===== src/rtl/watch_pkg.sv =====
// Shared definitions for the watch/stopwatch digit datapath: run-state encoding,
// BCD constants and the common per-digit moduli.
package watch_pkg;

  typedef enum logic [1:0] {
    STOPPED = 2'b00,
    RUNNING = 2'b01,
    PAUSED  = 2'b10
  } run_state_e;

  localparam logic [3:0] BCD_ZERO = 4'd0;
  localparam logic [3:0] BCD_NINE = 4'd9;

  localparam int SEC_UNITS  = 10;
  localparam int SEC_TENS   = 6;
  localparam int MIN_UNITS  = 10;
  localparam int MIN_TENS   = 6;
  localparam int HOUR_TENS  = 3;

  localparam int MODULO_MIN = 2;
  localparam int MODULO_MAX = 16;

  function automatic bit is_valid_modulo(input int m);
    return (m >= MODULO_MIN) && (m <= MODULO_MAX);
  endfunction

endpackage


===== src/rtl/digit_run_ctrl.sv =====
// Run-control FSM for one counter digit: STOPPED / RUNNING / PAUSED.
// clear beats stop, stop beats start_resume; running is a registered copy of RUNNING.
module digit_run_ctrl
  import watch_pkg::*;
(
  input  logic       clk,
  input  logic       reset,
  input  logic       start_resume,
  input  logic       stop,
  input  logic       clear,
  output run_state_e state,
  output logic       running
);

  run_state_e state_q;
  run_state_e state_d;
  logic       running_q;

  always_comb begin
    // An unreachable encoding falls back to STOPPED.
    state_d = (state_q inside {STOPPED, RUNNING, PAUSED}) ? state_q : STOPPED;
    if (clear) begin
      state_d = STOPPED;
    end else if (stop) begin
      if (state_q == RUNNING) state_d = PAUSED;
    end else if (start_resume && (state_q != RUNNING)) begin
      state_d = RUNNING;
    end
  end

  always_ff @(posedge clk or negedge reset) begin
    if (!reset) begin
      state_q   <= STOPPED;
      running_q <= 1'b0;
    end else begin
      state_q   <= state_d;
      running_q <= (state_d == RUNNING);
    end
  end

  assign state   = state_q;
  assign running = running_q;

endmodule


===== src/rtl/mod_n_digit_counter.sv =====
// Single modulo-MODULO display digit with run control, load/clear and same-cycle carry.
// Define DIGIT_COUNTER_DOWN_EN to honour dir (down-count with borrow carry at 0).
module mod_n_digit_counter
  import watch_pkg::*;
#(
  parameter int MODULO = 6,
  parameter int WIDTH  = 4
) (
  input  logic             clk,
  input  logic             reset,
  input  logic             start_resume,
  input  logic             stop,
  input  logic             clear,
  input  logic             tick_in,
  input  logic             load,
  input  logic [WIDTH-1:0] load_value,
  input  logic             dir,
  output logic [WIDTH-1:0] number,
  output logic             carry_out,
  output logic             running,
  output logic             load_err
);

  generate
    if (!is_valid_modulo(MODULO) || ((2 ** WIDTH) < MODULO)) begin : g_bad_cfg
      $error("mod_n_digit_counter: MODULO=%0d does not fit WIDTH=%0d or is outside 2..16",
             MODULO, WIDTH);
    end
  endgenerate

  localparam logic [WIDTH-1:0] TOP_VAL  = WIDTH'(MODULO - 1);
  localparam logic [WIDTH-1:0] ZERO_VAL = '0;
  localparam logic [WIDTH:0]   MOD_EXT  = (WIDTH + 1)'(MODULO);

  run_state_e       state;
  logic [WIDTH-1:0] count_q, count_d;
  logic             load_err_q, load_err_d;
  logic [WIDTH-1:0] step_val;
  logic             at_term;
  logic             tick_en;
  logic             load_ok;

  digit_run_ctrl u_run_ctrl (
    .clk          (clk),
    .reset        (reset),
    .start_resume (start_resume),
    .stop         (stop),
    .clear        (clear),
    .state        (state),
    .running      (running)
  );

`ifdef DIGIT_COUNTER_DOWN_EN
  always_comb begin
    if (dir) begin
      at_term  = (count_q == ZERO_VAL);
      step_val = at_term ? TOP_VAL : (count_q - WIDTH'(1));
    end else begin
      at_term  = (count_q == TOP_VAL);
      step_val = at_term ? ZERO_VAL : (count_q + WIDTH'(1));
    end
  end
`else
  logic unused_dir;
  assign unused_dir = dir;

  always_comb begin
    at_term  = (count_q == TOP_VAL);
    step_val = at_term ? ZERO_VAL : (count_q + WIDTH'(1));
  end
`endif

  assign tick_en = (state == RUNNING) && tick_in;
  assign load_ok = ({1'b0, load_value} < MOD_EXT);

  always_comb begin
    count_d    = count_q;
    load_err_d = 1'b0;
    if (clear) begin
      count_d = ZERO_VAL;
    end else if (load) begin
      // An out-of-range load still wins over a tick: the count simply holds.
      if (load_ok) count_d = load_value;
      else         load_err_d = 1'b1;
    end else if (tick_en) begin
      count_d = step_val;
    end
  end

  always_ff @(posedge clk or negedge reset) begin
    if (!reset) begin
      count_q    <= ZERO_VAL;
      load_err_q <= 1'b0;
    end else begin
      count_q    <= count_d;
      load_err_q <= load_err_d;
    end
  end

  assign number    = count_q;
  assign load_err  = load_err_q;
  assign carry_out = tick_en && !clear && !load && at_term;

endmodule


===== config.mk =====
export PLATFORM = sky130hd
export DESIGN_NAME = mod_n_digit_counter
export DESIGN_NICKNAME = d
export VERILOG_FILES = /design/src/rtl/watch_pkg.sv /design/src/rtl/digit_run_ctrl.sv /design/src/rtl/mod_n_digit_counter.sv
export SDC_FILE = /design/constraint.sdc
export NUM_CORES = 1
export LEC_CHECK = 0
export CORE_MARGIN = 3
export CORE_UTILIZATION = 28
export DETAILED_ROUTE_END_ITERATION = 8
export DONT_BUFFER_PORTS = 1
export SETUP_SLACK_MARGIN = 0.1
export SYNTH_ARGS = -nofsm -noshare
export SYNTH_HDL_FRONTEND = slang
export SYNTH_SLANG_ARGS = --single-unit

===== constraint.sdc =====
create_clock -name clk -period 2 [get_ports clk]
set_input_delay 0.4 -clock clk [delete_from_list [all_inputs] [get_ports clk]]
set_output_delay 0.4 -clock clk [all_outputs]
set_load 0.02 [all_outputs]

After elaboration in Yosys (flattened, before gate mapping)
Index checks and enable logic that the tools add are counted.
Storage, ports and cells
  register bits: 8
  latch bits: 0
  RAM bits: 0
  bits in read-only memories: 0
  output and inout bits: 7
  memories kept: 0
Operators by class
  $add $sub $neg: 1
  multipliers: 0
  div/mod/pow operators: 0
  $lt $le $gt $ge: 1
  eq/ne operators: 6
  shift operators: 0
  mux-type cells: 13
  bitwise logic cells: 0
  reduce and logical (&&, ||, !) cells: 11
Operators by type and width (number)
  $mux W4: 5
  $mux W2: 5
  $reduce_bool A3 Y1: 2
  $logic_and A1 B1 Y1: 5
  $add A4 B1 Y4 const B: 1
  $eq A2 B1 Y1 const B: 2
  $eq A4 B3 Y1 const B: 1
  $lt A4 B3 Y1 const B: 1
  $mux W1: 3
  $ne A3 B2 Y1 const B: 1
  $eq A2 B2 Y1 const B: 1
  $logic_not A1 Y1: 2
  $logic_not A2 Y1: 1
  $ne A2 B1 Y1 const B: 1
  $reduce_and A2 Y1: 1

Logic depth before layout (Yosys ltp)
Gate-level depths: netlist of run 1.
  depth in word-level cells: 7
  depth in mapped cells: 5
  gate-level depth less buffers: 5

Cells and area by module
Synthesis of run 1 repeated with hierarchy kept, for this count alone.
Unflattened totals
  cells, all modules: 54
  area, all modules: 521.8 µm²
By module, submodules not included
  mod_n_digit_counter: times used 1, cells each 38, area an instance 341.6 µm²
  digit_run_ctrl: times used 1, cells each 16, area an instance 180.2 µm²

Worst setup path before layout of run 1
No wires, ideal clock.
  kind: input to output
  from: input clear
  to: output carry_out
  arrival: 1.243 ns
  required time: 1.600 ns
  path slack: 0.357 ns
  stages on the path: 4
  buffers on the path: 1
  cell sequence: clkbuf_1 > nor2_1 > nand4_1 > nor3_1
Between the ends
  longest elaborated chain between the ends: 4
Ends and longest elaborated chain
  start: declaration: RTL line mod_n_digit_counter.sv:13  | input logic clear,
  $logic_not A1 Y1: RTL line mod_n_digit_counter.sv:102  | assign carry_out = tick_en && !clear && !load && at_term;
  $logic_and A1 B1 Y1 (3 in a row): RTL line mod_n_digit_counter.sv:102
  end: declaration: RTL line mod_n_digit_counter.sv:19  | output logic carry_out,
No other way between the ends.

Worst setup path in the final report of run 1
  from: register u_run_ctrl.state_q[1] (netlist: u_run_ctrl.state[1])
  to: output carry_out
Between the ends
  longest elaborated chain between the ends: 5
Ends and longest elaborated chain
  start: declaration: RTL line digit_run_ctrl.sv:15  | run_state_e state_q;
  start signal: assignment: RTL line digit_run_ctrl.sv:36  | state_q <= state_d;
  $eq A2 B1 Y1: RTL line mod_n_digit_counter.sv:73  | assign tick_en = (state == RUNNING) && tick_in;
  $logic_and A1 B1 Y1: RTL line mod_n_digit_counter.sv:73
  $logic_and A1 B1 Y1 (3 in a row): RTL line mod_n_digit_counter.sv:102
No other way between the ends.

==> run_results.csv, run 1 <==
group,metric,value,unit
logic_synthesis,yosys.area_share.simple,24.9,%
clock_tree,clk_pin_slew,60,ps
logic_synthesis,synthAdderAreaFrac,7.04,%
placement,pre_cts_ws,419,ps
run_status,status,"complete, no violations",
grt,grt_pass1_wl,1.93,mm
logic_synthesis,synth_edf_count,0,
floorplanning,num_rows,15,
floorplanning,coreArea,1760,um2
clock_tree,cts_tree,"built",
job,cap_violations,0,
sta,finalCritPeriodShare,89.4,%
sta,fin_ws,212,ps
logic_synthesis,synthMuxAreaShare,2.11,%
power_and_ir_drop,p_leak,0.000265,uW
logic_synthesis,synthFlopType,"dfrtp_1",
logic_synthesis,async_flop_share,100,%
sta,fmax,559,MHz
detailed_routing,via_per_inst,5.34,
grt,grt_usage,10.3,%
cells_and_area,drive_gt1_share,14.3,%
worst_setup_path,crit_type,"reg2out",
worst_setup_path,worst-path-stages,6,
clock_tree,post-cts-setup-buffers,0,
sta,setup_violations,0,
sta,hold_viol_final,0,
worst_setup_path,end_kind,"output pin",
cells_and_area,final_nets,80,
sta,max_slew_margin,69.3,%
sta,finClkSkew,4.06,ps
sta,worst_pin_slew,461,ps
placement,portBuffers,0,
placement,dp_hpwl,918,um
floorplanning,die_w,49.6,um
worst_setup_path,crit_family,"buffers and inverters",
floorplanning,ios,19,
logic_synthesis,synth.area.top_cells,"dfrtp_1 (38%), ha_1 (7.0%), nand2b_1 (5.9%)",
grt,gr-total-overflow,0,
logic_synthesis,yosysTopAreaCell,"dfrtp_1",
clock_tree,htreeDepth,1,
detailed_routing,vias,470,
cells_and_area,layout_commonest_cell,"dfrtp_1",
clock_tree,cts_buffers,3,
worst_setup_path,slowest_stage,"dfrtp_1",
logic_synthesis,synth_xor_area_share,0,%
detailed_routing,drc,0,
logic_synthesis,syn_area,533,um2
sta,post-route-min-period,1790,ps
logic_synthesis,ys_warn_count,0,
logic_synthesis,synth_cells,58,
detailed_routing,drtAntennaViolNets,0,
worst_hold_path,hold_depth,1,
detailed_routing,totalWireLength,1.18,mm
logic_synthesis,yosysSeqAreaShare,37.6,%
grt,grt_max_degree,12,
grt,antenna_found_initial,0,
detailed_routing,first_iter_violations,10,
worst_setup_path,reg2reg_depth,5,
logic_synthesis,synth_compound_area_share,23.9,%
placement,placed_cells,84,
sta,drv_slew,0,
clock_tree,cts_buffer_depth,2,
power_and_ir_drop,ir_drop,0.204,mV
cells_and_area,antenna_cells,0,
sta,tns,0,ps
sta,rsz0062_at_grt,"false",
worst_setup_path,crit_path_start_kind,"register",
worst_setup_path,cp_num_buf_inv,3,
placement,place_congestion,0.818,
worst_setup_path,cp_data_arrival_time,1390,ps
logic_synthesis,syn_area_per_cell,9.19,um2
worst_setup_path,crit_path_max_fanout,6,
worst_hold_path,hp-class,"in2reg",
clock_tree,clock_sinks,8,
detailed_routing,firstDrtPassIters,4,
floorplanning,fp.dieH,49.6,um
logic_synthesis,ys_ff_latch,8,
clock_tree,cts_root_buffer,"clkbuf_4",
power_and_ir_drop,cellPowerDensity,631,nW/um2
grt,grt_pass1_vias,448,
worst_setup_path,cp_common_cell,"buf_4",
detailed_routing,wl_per_cell,13.4,um
worst_setup_path,worstPathCellList,"inv_1, ha_1, buf_4, nand4_1, nor3_1, buf_4",
floorplanning,start_util,30.2,%
logic_synthesis,synth_top_family_by_area,"simple AND/OR/NAND/NOR gates",
clock_tree,clkLatencyLatePin,250,ps
cells_and_area,post-route-util,34.6,%
logic_synthesis,synth_fp_nets,73,
cells_and_area,instances_no_fill,88,
cells_and_area,synthToLayoutAreaGrowth,14.6,%
floorplanning,dieArea,2460,um2
worst_setup_path,critPathRequiredTime,1600,ps
sta,hold_ws,201,ps
logic_synthesis,synth_top_area_share,37.6,%
logic_synthesis,synth_cell_types,31,
worst_setup_path,max_stage_delay,370,ps
cells_and_area,final_cell_mix,"dfrtp_1 (8), nand2b_1 (5), inv_1 (4), nor2_1 (4)",
-- cell type report --
class | count | area (um2)
fill | 182 | 1150
clock buffer | 3 | 22.5
sequential | 8 | 200
multi-input combinational | 44 | 309
inverter | 4 | 15.0
timing repair buffer | 4 | 32.5
tap | 25 | 31.3
-- cell usage after synthesis (all sizes together) (2+ instances only) --
cell    number
a21oi        3
inv          4
and3b        2
dfrtp        8
o21ai        2
nand2        3
nor3         2
nor2b        2
ha           3
nand2b       5
nor2         4
-- flip-flops by register name (all words and copies together), names as in the netlist --
name                flops
load_err                1
u_run_ctrl.state        2
number                  4
u_run_ctrl.running      1
-- worst reg2reg max path: stages, from the launching register on --
cell and delay [ps]:
dfrtp_1 370, inv_1 80, ha_1 160, a211o_2 140, or4b_1 440, mux2_2 280
-- kinds of logic (layout without fill, tap and decap cells) --
family	Yosys count	after routing
AO/OA/AOI/OAI	17	17
adder cells (fa/ha/maj)	3	3
buffers and inverters	6	11
flip-flops	8	8
multiplexers	1	1
AND/OR/NAND/NOR	23	23
-- where the power goes --
group	switching, uW	leakage (uW)	internal [uW]	total, uW
Combinational	35.9	0.000144	33.0	68.8
Clock	56.3	0.0000138	68.8	125
Sequential	18.3	0.000107	173	192
-- path summary, 6_finish.rpt --
| kind | slack, ps | start | to |
|---|---|---|---|
| max in group asynchronous | 1240 | reset | u_run_ctrl.state[1] |
| worst min register to register | 720 | number[0] | number[0] |
| worst min-delay path | 200 | clear | number[0] |
| worst max-delay path | 210 | u_run_ctrl.state[1] | carry_out |
| min in group asynchronous | 490 | reset | load_err |
| worst max register to register | 400 | u_run_ctrl.state[1] | number[3] |
-- metrics by stage --
stage	instance area [um2]	power, uW
after floorplan	533	246
after detailed placement	578	259
after CTS	611	389
after global routing	611	406
final	611	386
after global placement	578	258
-- per-layer routing --
layer	track usage [%]	part of all wire [%]	up-vias
li1	-	-	224
met2	16.7	46	21
met1	10.4	39	220
met5	0	0	-
met4	8.29	4.0	0
met3	3.93	10	5
-- timing repair --
| item | CTS | global route |
|---|---|---|
| resized for setup | 0 | 0 |
| endpoints found under the hold margin | 8 | 0 |
| hold buffers | 1 | 0 |
(Power assumes the default switching activity.)
==> inputs of run 2 (changes only) <==
--- a/config.mk
+++ b/config.mk
@@ -5,10 +5,10 @@
 export SDC_FILE = /design/constraint.sdc
 export NUM_CORES = 1
 export LEC_CHECK = 0
+export BUFFER_PORTS_ARGS = -buffer_cell sky130_fd_sc_hd__buf_2
 export CORE_MARGIN = 3
 export CORE_UTILIZATION = 28
 export DETAILED_ROUTE_END_ITERATION = 8
-export DONT_BUFFER_PORTS = 1
 export SETUP_SLACK_MARGIN = 0.1
 export SYNTH_ARGS = -nofsm -noshare
 export SYNTH_HDL_FRONTEND = slang
==> run_results.csv, run 2 (synthesis gave the netlist of run 1 again) <==
group,metric,value,unit
floorplanning,num_rows,15,
cells_and_area,largest_reg_flops,4,
power_and_ir_drop,p_leak,0.000324,uW
floorplanning,ios,19,
cells_and_area,post-route-util,38.3,%
clock_tree,cts_buffers,3,
detailed_routing,firstDrtPassIters,4,
detailed_routing,vias,510,
placement,dp_hpwl,899,um
worst_setup_path,reg2reg_setup_slack,330,ps
detailed_routing,via_per_inst,5.00,
grt,grt_max_degree,12,
worst_hold_path,hp-start,"load_value[0]",
detailed_routing,drtAntennaViolNets,0,
sta,worst_pin_slew,465,ps
clock_tree,clk_pin_slew,50,ps
sta,max_slew_margin,69.0,%
worst_hold_path,hold_depth,3,
sta,rsz0062_at_grt,"false",
cells_and_area,final_nets,94,
sta,fmax,571,MHz
clock_tree,htreeDepth,1,
worst_setup_path,crit_path_max_fanout,7,
sta,finClkSkew,1.70,ps
worst_setup_path,crit_type,"reg2out",
sta,finalCritPeriodShare,87.6,%
floorplanning,dieArea,2460,um2
cells_and_area,drive_gt1_share,31.2,%
grt,grt_pass1_wl,2.08,mm
floorplanning,die_w,49.6,um
grt,antenna_found_initial,0,
floorplanning,start_util,30.2,%
sta,drv_slew,0,
cells_and_area,synthToLayoutAreaGrowth,26.8,%
worst_hold_path,hp-class,"in2reg",
clock_tree,cts_buffer_depth,2,
placement,portBuffers,17,
floorplanning,coreArea,1760,um2
run_status,status,"complete, no violations",
clock_tree,clock_sinks,8,
clock_tree,post-cts-setup-buffers,0,
worst_hold_path,hold-path-endpoint,"number[0]",
cells_and_area,final_cell_mix,"buf_2 (17), dfrtp_1 (8), nand2b_1 (5)",
grt,grt_usage,11.3,%
floorplanning,fp.dieH,49.6,um
detailed_routing,drc,0,
detailed_routing,totalWireLength,1.18,mm
clock_tree,cts_root_buffer,"clkbuf_4",
worst_setup_path,r2r_start,"u_run_ctrl.state[1]",
worst_setup_path,end_kind,"output pin",
grt,grt_pass1_vias,460,
detailed_routing,first_iter_violations,14,
worst_setup_path,reg2reg_depth,5,
power_and_ir_drop,cellPowerDensity,597,nW/um2
cells_and_area,layout_commonest_cell,"buf_2",
worst_setup_path,critPathRequiredTime,1600,ps
placement,place_congestion,0.787,
worst_setup_path,r2r-end,"number[3]",
grt,gr-total-overflow,0,
job,cap_violations,0,
power_and_ir_drop,ir_drop,0.199,mV
cells_and_area,antenna_cells,0,
clock_tree,cts_tree,"built",
detailed_routing,wl_per_cell,11.5,um
sta,hold_viol_final,0,
sta,post-route-min-period,1750,ps
worst_setup_path,crit_path_start_kind,"register",
clock_tree,clkLatencyLatePin,250,ps
worst_setup_path,cp_data_arrival_time,1350,ps
sta,setup_violations,0,
sta,tns,0,ps
==> run 2: cell types whose count changed in the layout (fill, tap and decap cells not counted), sizes merged <==
cell,delta
buf,+14
==> run 2: worst max path at each step <==
stage	slack (ps)	depth (start not counted)	end	start
floorplan	360	4	carry_out	clear
global placement	300	5	number[3]	u_run_ctrl.state[1]
detailed placement	290	5	number[3]	u_run_ctrl.state[1]
CTS	200	5	carry_out	u_run_ctrl.state[1]
global route	140	5	carry_out	u_run_ctrl.state[1]
finish	250	5	carry_out	u_run_ctrl.state[1]
==> run 2: routing by layer <==
metal | vias up | GRT usage, % | wire length, um
met5 | - | 0 | 0
met3 | 4 | 2.42 | 54
met4 | 0 | 11.1 | 50
met2 | 21 | 14.3 | 452
li1 | 252 | - | -
met1 | 233 | 15.2 | 617
==> run 2: area by class of cell <==
| cell class | count | area, um2 |
|---|---|---|
| Clock buffer | 3 | 22.5 |
| Sequential cell | 8 | 200 |
| Tap cell | 25 | 31.3 |
| Fill cell | 198 | 1090 |
| Multi-Input combinational cell | 44 | 312 |
| Inverter | 4 | 15.0 |
| Timing Repair Buffer | 18 | 95.1 |
==> run 2: repair_timing <==
item | 4_1_cts | 5_1_grt
gates resized for setup | 0 | 1
hold endpoints to repair | 8 | 0
endpoints found under the setup margin | 0 | 1
hold buffers | 1 | 0
==> run 2: power breakdown <==
part	internal [uW]	switching [uW]
Combinational	41.4	53.7
Sequential	173	10.2
Clock	68.7	55.7
==> run 2: critical path: stages, from the launching register on <==
cell and delay [ps]:
dfrtp_1 380, inv_1 80, ha_2 230, nand4_1 100, nor3_1 120, buf_2 190
==> run 2: per-stage QoR <==
stage                     total power [uW]  worst slack, ps  cells  hold WS [ps]  cell area [um2]
after floorplan                        246              357     58           104              533
after global placement                 279              296     98           255              641
after detailed placement               280              293     98           258              641
after CTS                              407              196    102           408              673
after global routing                   432              141    102           418              676
final                                  403              248    102           412              676
